File: src/rtl/joypad_port_seq.sv
// NES joypad ports at $4016/$4017: strobe latch, per-player 8-bit shift registers
// and per-port read state machines, advanced only on qualified CPU bus cycles.
module joypad_port_seq #(
  parameter logic [7:0] OPEN_BUS = 8'h40,
  parameter logic       FILL_BIT = 1'b1
) (
  input  logic        clk,
  input  logic        reset_n,
  input  logic        cpu_ce,
  input  logic [15:0] addr,
  input  logic        wren,
  input  logic [7:0]  din,
  input  logic [7:0]  pad0_btn,
  input  logic [7:0]  pad1_btn,
  output logic [7:0]  dout,
  output logic        dout_valid,
  output logic        strobe
);

  localparam logic [15:0] ADDR_PORT0 = 16'h4016;
  localparam logic [15:0] ADDR_PORT1 = 16'h4017;
  localparam logic [3:0]  CNT_FULL   = 4'd8;
  localparam int          NPORTS     = 2;

  typedef enum logic [1:0] {
    ST_LATCHED   = 2'd0,
    ST_READY     = 2'd1,
    ST_EXHAUSTED = 2'd2
  } port_state_e;

  // Registered state
  logic        r_strobe;
  logic [7:0]  r_dout;
  logic        r_dout_valid;
  port_state_e r_state [NPORTS];
  logic [7:0]  r_shreg [NPORTS];
  logic [3:0]  r_cnt   [NPORTS];

  // Next-state and decode wires
  logic        w_strobe_nxt;
  logic [7:0]  w_dout_nxt;
  logic        w_dout_valid_nxt;
  port_state_e w_state_nxt [NPORTS];
  logic [7:0]  w_shreg_nxt [NPORTS];
  logic [3:0]  w_cnt_nxt   [NPORTS];
  logic        w_bit       [NPORTS];
  logic [7:0]  w_pad       [NPORTS];
  logic        w_rd        [NPORTS];
  logic        w_wr_strobe;

  assign w_pad[0] = pad0_btn;
  assign w_pad[1] = pad1_btn;

  // Writes to $4017 belong to the APU frame counter, so only $4016 writes decode here.
  assign w_wr_strobe = cpu_ce &&  wren && (addr == ADDR_PORT0);
  assign w_rd[0]     = cpu_ce && !wren && (addr == ADDR_PORT0);
  assign w_rd[1]     = cpu_ce && !wren && (addr == ADDR_PORT1);

  // NOTE: every signal written here gets a default first so no path leaves it
  // unassigned; otherwise synthesis infers a latch to hold the old value.
  always_comb begin
    w_strobe_nxt     = r_strobe;
    w_dout_nxt       = r_dout;
    w_dout_valid_nxt = 1'b0;
    for (int p = 0; p < NPORTS; p++) begin
      w_state_nxt[p] = r_state[p];
      w_shreg_nxt[p] = r_shreg[p];
      w_cnt_nxt[p]   = r_cnt[p];
      w_bit[p]       = r_shreg[p][7];
    end

    if (w_wr_strobe) begin
      w_strobe_nxt = din[0];
      for (int p = 0; p < NPORTS; p++) begin
        w_cnt_nxt[p] = 4'd0;
        if (din[0]) begin
          w_shreg_nxt[p] = w_pad[p];
          w_state_nxt[p] = ST_LATCHED;
        end else begin
          // Falling strobe captures the buttons one last time before shifting starts.
          if (r_strobe) w_shreg_nxt[p] = w_pad[p];
          w_state_nxt[p] = ST_READY;
        end
      end
    end else begin
      for (int p = 0; p < NPORTS; p++) begin
        if (w_rd[p]) begin
          unique case (r_state[p])
            ST_LATCHED: begin
              w_bit[p]       = w_pad[p][7];
              w_shreg_nxt[p] = w_pad[p];
              w_cnt_nxt[p]   = 4'd0;
            end
            ST_READY: begin
              w_shreg_nxt[p] = {r_shreg[p][6:0], FILL_BIT};
              w_cnt_nxt[p]   = r_cnt[p] + 4'd1;
              if (r_cnt[p] == 4'd7) w_state_nxt[p] = ST_EXHAUSTED;
            end
            ST_EXHAUSTED: begin
              w_shreg_nxt[p] = {r_shreg[p][6:0], FILL_BIT};
              w_cnt_nxt[p]   = CNT_FULL;
            end
            default: begin
              w_state_nxt[p] = ST_EXHAUSTED;
              w_cnt_nxt[p]   = CNT_FULL;
            end
          endcase
        end
      end
    end

    // A single access per cpu_ce pulse, so at most one of these fires.
    if (w_rd[0]) begin
      w_dout_nxt       = {OPEN_BUS[7:1], w_bit[0]};
      w_dout_valid_nxt = 1'b1;
    end else if (w_rd[1]) begin
      w_dout_nxt       = {OPEN_BUS[7:1], w_bit[1]};
      w_dout_valid_nxt = 1'b1;
    end
  end

  // NOTE: sequential state uses non-blocking assignments so every register
  // samples its pre-edge inputs; the shift registers are small enough that
  // resetting them explicitly costs nothing and gives a defined EXHAUSTED start.
  always_ff @(posedge clk or negedge reset_n) begin
    if (!reset_n) begin
      r_strobe     <= 1'b0;
      r_dout       <= 8'h00;
      r_dout_valid <= 1'b0;
      for (int p = 0; p < NPORTS; p++) begin
        r_state[p] <= ST_EXHAUSTED;
        r_shreg[p] <= 8'hFF;
        r_cnt[p]   <= CNT_FULL;
      end
    end else begin
      r_strobe     <= w_strobe_nxt;
      r_dout       <= w_dout_nxt;
      r_dout_valid <= w_dout_valid_nxt;
      for (int p = 0; p < NPORTS; p++) begin
        r_state[p] <= w_state_nxt[p];
        r_shreg[p] <= w_shreg_nxt[p];
        r_cnt[p]   <= w_cnt_nxt[p];
      end
    end
  end

  assign dout       = r_dout;
  assign dout_valid = r_dout_valid;
  assign strobe     = r_strobe;

endmodule
File: config.mk
export PLATFORM = sky130hd
export DESIGN_NAME = joypad_port_seq
export DESIGN_NICKNAME = d
export VERILOG_FILES = /design/src/rtl/joypad_port_seq.sv
export SDC_FILE = /design/constraint.sdc
export NUM_CORES = 1
export LEC_CHECK = 0
export ABC_AREA = 1
export CORE_MARGIN = 3
export CORE_UTILIZATION = 35
export CTS_CLUSTER_DIAMETER = 30
export DETAILED_ROUTE_END_ITERATION = 6
export PLACE_DENSITY = 0.68
export SETUP_SLACK_MARGIN = 0.2
export SYNTH_ARGS = -nofsm -noshare
export SYNTH_HDL_FRONTEND = slang
export SYNTH_SLANG_ARGS = --single-unit
File: constraint.sdc
create_clock -name clk -period 1.7 [get_ports clk]
set_input_delay 0.51 -clock clk [delete_from_list [all_inputs] [get_ports clk]]
set_output_delay 0.51 -clock clk [all_outputs]
set_load 0.03 [all_outputs]
Yosys cells after proc, flatten, opt, wreduce, memory -nomap -nowiden
Index checks and enable logic that the tools add are counted.
{ "op_classes": {"addsub": 2, "n_eq_ne": 13, "n_reduce_logical": 21, "n_mux": 31} }
{ "op_table": {"columns": ["operator", "n"], "rows": [
  ["$mux W8", 9],
  ["$eq A16 B15 Y1 const B", 2],
  ["$pmux W8 S2", 2],
  ["$mux W16", 1],
  ["$pmux W4 S2", 2],
  ["$mux W4", 3],
  ["$reduce_and A3 Y1", 4],
  ["$mux W2", 5],
  ["$ne A3 B3 Y1 const B", 3],
  ["$add A4 B1 Y4 const B", 2],
  ["$eq A4 B3 Y1 const B", 2],
  ["$pmux W2 S2", 2],
  ["$reduce_or A2 Y1", 4],
  ["$mux W1", 7],
  ["$reduce_bool A2 Y1", 3],
  ["$reduce_bool A3 Y1", 2],
  ["$logic_and A1 B1 Y1", 5],
  ["$eq A2 B1 Y1 const B", 2],
  ["$eq A2 B2 Y1 const B", 2],
  ["$logic_not A2 Y1", 2],
  ["$ne A2 B1 Y1 const B", 2],
  ["$logic_not A1 Y1", 1]
]} }
{ "totals": {"register_bits": 38} }

Logic depth before layout (Yosys ltp)
Gate-level depths: netlist of the first run.
{ "depth": {"ltp_word": 7, "mapped_depth": 10, "depth_no_buf": 10} }

Worst setup path after synthesis of the first run
Ideal clock, no wire load.
{ "synth_path": {"path_kind": "register to register", "start": "register r_state[1] (netlist name)", "end": "register r_shreg[6] (netlist name)", "setup_time_ns": 0.061, "required_time_ns": 1.639, "stages_incl_launch_ff": 10, "path_buffers": 1, "path_slack_ns": 0.080, "arrival_ns": 1.559, "cell_sequence": "dfstp_2 -> inv_1 -> ha_1 -> clkbuf_1 -> nand2_1 -> o21ai_0 -> nand2_1 -> o21ai_0 -> nand3_1 -> nand2_1"} }
{ "synth_via": {"elab_chain_cells": 5} }
{ "synth_rtl": {"columns": ["item", "line_no", "text"], "rows": [
  ["start: declaration", "35", "port_state_e r_state [NPORTS];"],
  ["start signal: indexed assignment", "140", "r_state[p] <= w_state_nxt[p];"],
  ["$eq A2 B1 Y1 / $eq A2 B2 Y1 (equally long branches)", "88", "unique case (r_state[p])"],
  ["$reduce_or A2 Y1 (no line)", null, null],
  ["$pmux W8 S2", "88", null],
  ["$mux W8", "87", "if (w_rd[p]) begin"],
  ["$mux W16", "72", "if (w_wr_strobe) begin"],
  ["end signal: indexed assignment", "141", "r_shreg[p] <= w_shreg_nxt[p];"],
  ["end: declaration", "36", "logic [7:0] r_shreg [NPORTS];"]
]} }
Several ways; a longest one is shown, not always the timed one. The select of a mux whose other input is x is not followed.
A chain may end at the register's enable or synchronous reset.

Worst setup path in the final report of the first run
Same ends and word-level chain as after synthesis.

==> impl_metrics.tcl, run 1 <==
set metrics [dict create \
    numPortBuffers 40 \
    reg2regPathDepth 8 \
    layout-drive-gt1-share_pct 41.3 \
    final.period_utilization_pct 94.0 \
    yosysWarnings 0 \
    grt_overflow 0 \
    finalWorstSetupSlack_ns 0.102 \
    max-vdd-ir-drop_uv 437 \
    min_path_cells 2 \
    finalSetupViolations 0 \
    synthMuxAreaShare_pct 0.970 \
    p_comb_share_pct 11.0 \
    p_leak_nw 1.59 \
    syn_area_per_cell_um2 7.38 \
    p_seq_share_pct 43.2 \
    hold_path_class "register to register" \
    synthAdderAreaFrac_pct 4.57 \
    fill_cells 547 \
    cts_tree "done" \
    initial_core_util_pct 36.6 \
    synth_compound_area_share_pct 11.6 \
    reg2reg_slack_ns 0.10 \
    layout_commonest_cell "nand2_1" \
    dpl_worst_slack_ns -0.514 \
    synth_async_sr_flop_share_pct 100 \
    routabilityCongestion 0.792 \
    wire_per_inst_um 12.1 \
    r2r_end "r_shreg[6]" \
    yosysTopAreaCell "dfstp_2" \
    remaining_drc_errors 0 \
    synth_edf_count 0 \
    rows 28 \
    vias_per_cell 4.81 \
    antenna_found_initial 0 \
    die_h_um 85.1 \
    ys_types 28 \
    period_minus_slack_ns 1.60 \
    cp.required_ns 1.92 \
    fin_hold_ws_ns 0.463 \
    cpPeakStageDelay_ns 0.56 \
    nets 424 \
    synthSimpleGateAreaFrac_pct 33.6 \
    crit_arrival_ns 1.81 \
    cpLargestDelayFamily "flip-flops" \
    ant_nets 0 \
    synth_xor_area_share_pct 0.799 \
    dieArea_um2 7250 \
    finalSetupTns_ns 0 \
    dpl.hpwl_mm 3.59 \
    hold_start "r_shreg[10]" \
    h-tree-depth 2 \
    coreArea_um2 5990 \
    fmax_mhz 626 \
    synth-main-ff-cell "dfstp_2" \
    hold_end "r_shreg[10]" \
    synth-seq-cells 32 \
    areaGrowthSynthToFinish_pct 52.2 \
    cts_buffer_depth 2 \
    grt_pass1_vias 2072 \
    critPathLaunchType "register" \
    p_switching_uw 392 \
    maxCapViolCount 0 \
    clkPwrFrac_pct 45.9 \
    numClockSinks 32 \
    path_max_fanout 8 \
    vias 2154 \
    synth_area_leaders "dfstp_2 24%, nand2_1 16%, dfrtp_1 14%" \
    io_pins 54 \
    syn_inst 297 \
    cpMaxStageDelayCell "dfstp_2" \
    rsz0062_at_grt "true" \
    grt_usage_pct 15.1 \
    clock_skew_ns 0.00666 \
    yosysSeqAreaShare_pct 37.7 \
    ctsHoldBuffers 0 \
    cts-root-buf "clkbuf_8" \
    grt_pass1_wl_mm 9.05 \
    criticalPathCategory "register to register" \
    synth_top_family_by_area "simple AND/OR/NAND/NOR gates" \
    path_buf_inv 2 \
    drtPass1Iterations 4 \
    finalHoldViolations 0 \
    routed_wl_mm 5.42 \
    r2r-start "r_state[1]" \
    crit_top_cell "nand2_1" \
    insertedDiodeCount 0 \
    switching_share_pct 22.1 \
    insertion_delay_ns 0.29 \
    maxSlewViolCount 0 \
    cts_buffers 5 \
    power_density_nw_per_um2 531 \
    first_iter_violations 81 \
    grt_max_degree 33 \
    syn-cell-area_um2 2190 \
    layout_common_cells "79 x nand2_1, 30 x inv_1, 23 x nand3_1" \
    internal_power_mw 1.38 \
    critPathCaptureType "register" \
    status "finished clean" \
    clkTransAtPathRegs_ns 0.07 \
    synth_top_area_share_pct 24.0 \
    fp.dieW_um 85.1 \
    utilization_pct 55.7 \
    path_cells "inv_2, ha_4, nor2_2, o21ai_4, buf_12, nand2_8, nand2_1, nand2_1" \
]
[worst max path at each step]
stage | startpoint | to | slack (ns) | depth (start not counted)
finish | r_state[1] | r_shreg[6] | 0.10 | 8
global route | r_state[1] | r_shreg[6] | 0.03 | 8
CTS | r_state[1] | r_shreg[0] | 0.16 | 8
detailed placement | addr[14] | r_shreg[0] | -0.51 | 11
global placement | addr[2] | r_shreg[3] | -0.50 | 12
floorplan | addr[11] | r_shreg[10] | 0.11 | 9
[worst register-to-register path: stages (launching register included)]
cell and delay (ns):
dfstp_2 0.56, inv_2 0.06, ha_4 0.29, nor2_2 0.06, o21ai_4 0.21, buf_12 0.16
nand2_8 0.06, nand2_1 0.07, nand2_1 0.06
[registers in the layout, summed over array words and instances (netlist names)]
register / count
r_cnt: 8
r_state: 4
strobe: 1
dout: 2
r_shreg: 16
dout_valid: 1
[cells by family after synthesis]
| family | after synthesis |
|---|---|
| XOR/XNOR | 2 |
| multiplexers | 2 |
| AO/OA/AOI/OAI | 44 |
| adder cells (fa/ha/maj) | 8 |
| other | 1 |
| flip-flops | 32 |
| AND/OR/NAND/NOR | 158 |
| buffers and inverters | 50 |
[final cells by class]
class	count	area, um2	share of cell area, %
Multi-Input combinational cell	222	1420	42.5
Sequential cell	32	826	24.8
Timing Repair Buffer	74	731	21.9
Inverter	37	141	4.24
Clock buffer	7	96.3	2.89
Tap cell	75	93.8	2.81
Clock inverter	1	30.0	0.900
[synth_stat cells (all sizes together) (2+ instances only)]
cell / n
or2: 3
nand3: 35
clkbuf: 4
o21ai: 34
ha: 8
a21oi: 8
xor2: 2
dfrtp: 12
nand4: 2
nor2: 20
dfstp: 20
inv: 37
buf: 9
nand2: 97
[power by group through the flow]
stage	Clock (mW)	Combinational [mW]	Sequential, mW
2_1_floorplan	0	0.0744	0.777
3_3_place_gp	0	0.193	0.776
3_5_place_dp	0	0.195	0.776
4_1_cts	0.823	0.192	0.764
5_1_grt	0.858	0.213	0.764
6_report	0.812	0.194	0.764
[repair_timing]
| item | 4_1_cts | 5_1_grt |
|---|---|---|
| pin swaps | 26 | 24 |
| endpoints found under the setup margin | 36 | 27 |
| buffers inserted | 8 | 1 |
| resized for setup | 117 | 33 |
| cloned | 4 | 1 |
[layer usage]
layer / up-vias / global-route usage (%) / wire length (um)
met5: - / 0 / 0
met4: 0 / 4.60 / 81
li1: 1090 / - / -
met3: 8 / 3.50 / 325
met2: 62 / 24.9 / 2660
met1: 994 / 19.7 / 2350
[stage by stage]
step           cell area [um2]  total power [mW]  instances
2_1_floorplan             2320             0.851        302
3_3_place_gp              2910             0.969        426
5_1_grt                   3340              1.83        448
4_1_cts                   3240              1.78        446
3_5_place_dp              2910             0.972        426
6_report                  3340              1.77        448
(Power assumes the default switching activity.)
==> run 2: changes to the inputs <==
Settings changed: CTS_BUF_LIST set to sky130_fd_sc_hd__clkbuf_2 sky130_fd_sc_hd__clkbuf_4 sky130_fd_sc_hd__clkbuf_8, GPL_TIMING_DRIVEN set to 0, RECOVER_POWER set to 50.
==> impl_metrics.tcl, run 2 (synthesis results as in run 1) <==
set metrics [dict create \
    cts-root-buf "clkbuf_8" \
    ant_nets 0 \
    status "finished clean" \
    final.period_utilization_pct 91.7 \
    routabilityCongestion 0.789 \
    grt_usage_pct 16.7 \
    largest_reg_flops 16 \
    wl_met2_mm 2.99 \
    cpMaxStageDelayCell "dfstp_1" \
    fp.dieW_um 85.1 \
    finalHoldViolations 0 \
    nets 433 \
    maxSlewViolCount 0 \
    maxCapViolCount 0 \
    placed_cells 417 \
    criticalPathCategory "register to register" \
    numPortBuffers 40 \
    critPathLaunchType "register" \
    grt_pass1_vias 2198 \
    vias_per_cell 4.74 \
    cpLargestDelayFamily "flip-flops" \
    placedInstanceArea_um2 2810 \
    insertedDiodeCount 0 \
    dieArea_um2 7250 \
    finalSetupViolations 0 \
    initial_core_util_pct 36.6 \
    layout-drive-gt1-share_pct 44.8 \
    top_layer_used "met4" \
    grt_max_degree 33 \
    clock_skew_ns 0.00785 \
    final_area_um2 3390 \
    p_leak_nw 1.60 \
    dpl.hpwl_mm 3.73 \
    insertion_delay_ns 0.29 \
    layout_commonest_cell "nand2_1" \
    grt_pass1_wl_mm 9.85 \
    hold_path_class "input pin to async pin" \
    io_pins 54 \
    areaGrowthSynthToFinish_pct 54.6 \
    cts_tree "done" \
    reg2reg_slack_ns 0.14 \
    grt_overflow 0 \
    crit_arrival_ns 1.79 \
    period_minus_slack_ns 1.56 \
    drtPass1Iterations 4 \
    cts_buffer_depth 2 \
    first_iter_violations 91 \
    worst_pin_slew_ns 0.808 \
    utilization_pct 56.6 \
    antenna_found_initial 0 \
    path_cells "inv_2, ha_4, nor3_4, nor2_4, buf_6, nand3_2, nand2_2" \
    max_slew_margin_pct 46.2 \
    rows 28 \
    power_density_nw_per_um2 508 \
    fmax_mhz 642 \
    path_buf_inv 2 \
    layout_common_cells "87 x nand2_1, 29 x inv_1, 24 x buf_4" \
    routed_wl_mm 6.01 \
    reg.largest.list "r_shreg: 16 flops, r_cnt: 8 flops, r_state: 4 flops" \
    top_register "r_shreg" \
    cts_buffers 5 \
    rsz0062_at_grt "true" \
    met1_length_mm 2.60 \
    cpPeakStageDelay_ns 0.55 \
    final_cell_count_no_fill 457 \
    remaining_drc_errors 0 \
    die_h_um 85.1 \
    path_max_fanout 8 \
    clkTransAtPathRegs_ns 0.07 \
    numClockSinks 32 \
    h-tree-depth 2 \
    vias 2167 \
    wl_met3_um 358 \
    wire_per_inst_um 13.2 \
    critPathCaptureType "register" \
    max-vdd-ir-drop_uv 623 \
    coreArea_um2 5990 \
    cp.required_ns 1.94 \
]
-- run 2: metal layers --
metal,global-route usage [%],up-vias
met4,5.61,0
met2,28.3,57
met5,0,-
li1,-,1103
met1,20.9,1002
met3,3.98,5
-- run 2: worst paths after layout --
check,start,to,cells past startpoint
max in group asynchronous,reset_n,r_cnt[2],1
worst min register to register,r_shreg[7],r_shreg[7],2
worst max register to register,r_state[3],r_shreg[14],7
min in group clk,r_shreg[7],r_shreg[7],2
worst max-delay path,r_state[3],r_shreg[14],7
worst min-delay path,reset_n,strobe,1
-- run 2: layout make-up --
| cell class | count | area [um2] |
|---|---|---|
| Multi-Input combinational cell | 220 | 1420 |
| Timing Repair Buffer | 72 | 661 |
| Clock buffer | 6 | 76.3 |
| Tap cell | 75 | 93.8 |
| Sequential cell | 32 | 826 |
| Buffer | 13 | 133 |
| Clock inverter | 2 | 35.0 |
| Inverter | 37 | 141 |
| Fill cell | 557 | 2600 |
-- run 2: power by group --
part           switching (mW)  internal [mW]  total (mW)
Clock                   0.309          0.451       0.760
Sequential          0.0000865          0.764       0.764
Combinational           0.102         0.0954       0.197
-- run 2: through the flow --
step / hold WS (ns) / worst slack (ns) / power [mW] / TNS [ns]
2_1_floorplan: 0.214 / 0.112 / 0.851 / 0
5_1_grt: 0.362 / 0.0475 / 1.79 / 0
6_report: 0.303 / 0.141 / 1.72 / 0
3_3_place_gp: 0.451 / -0.667 / 0.964 / -28.09
4_1_cts: 0.303 / 0.177 / 1.72 / 0
3_5_place_dp: 0.454 / -0.669 / 0.966 / -17.30
-- run 2: what timing repair did --
item / CTS / global route
setup buffers: 27 / 3
setup endpoints to repair: 36 / 28
gates cloned: 2 / 0
resized for setup: 128 / 45
hold buffers: 0 / 0
pin swaps: 28 / 21
hold endpoints to repair: 0 / 0
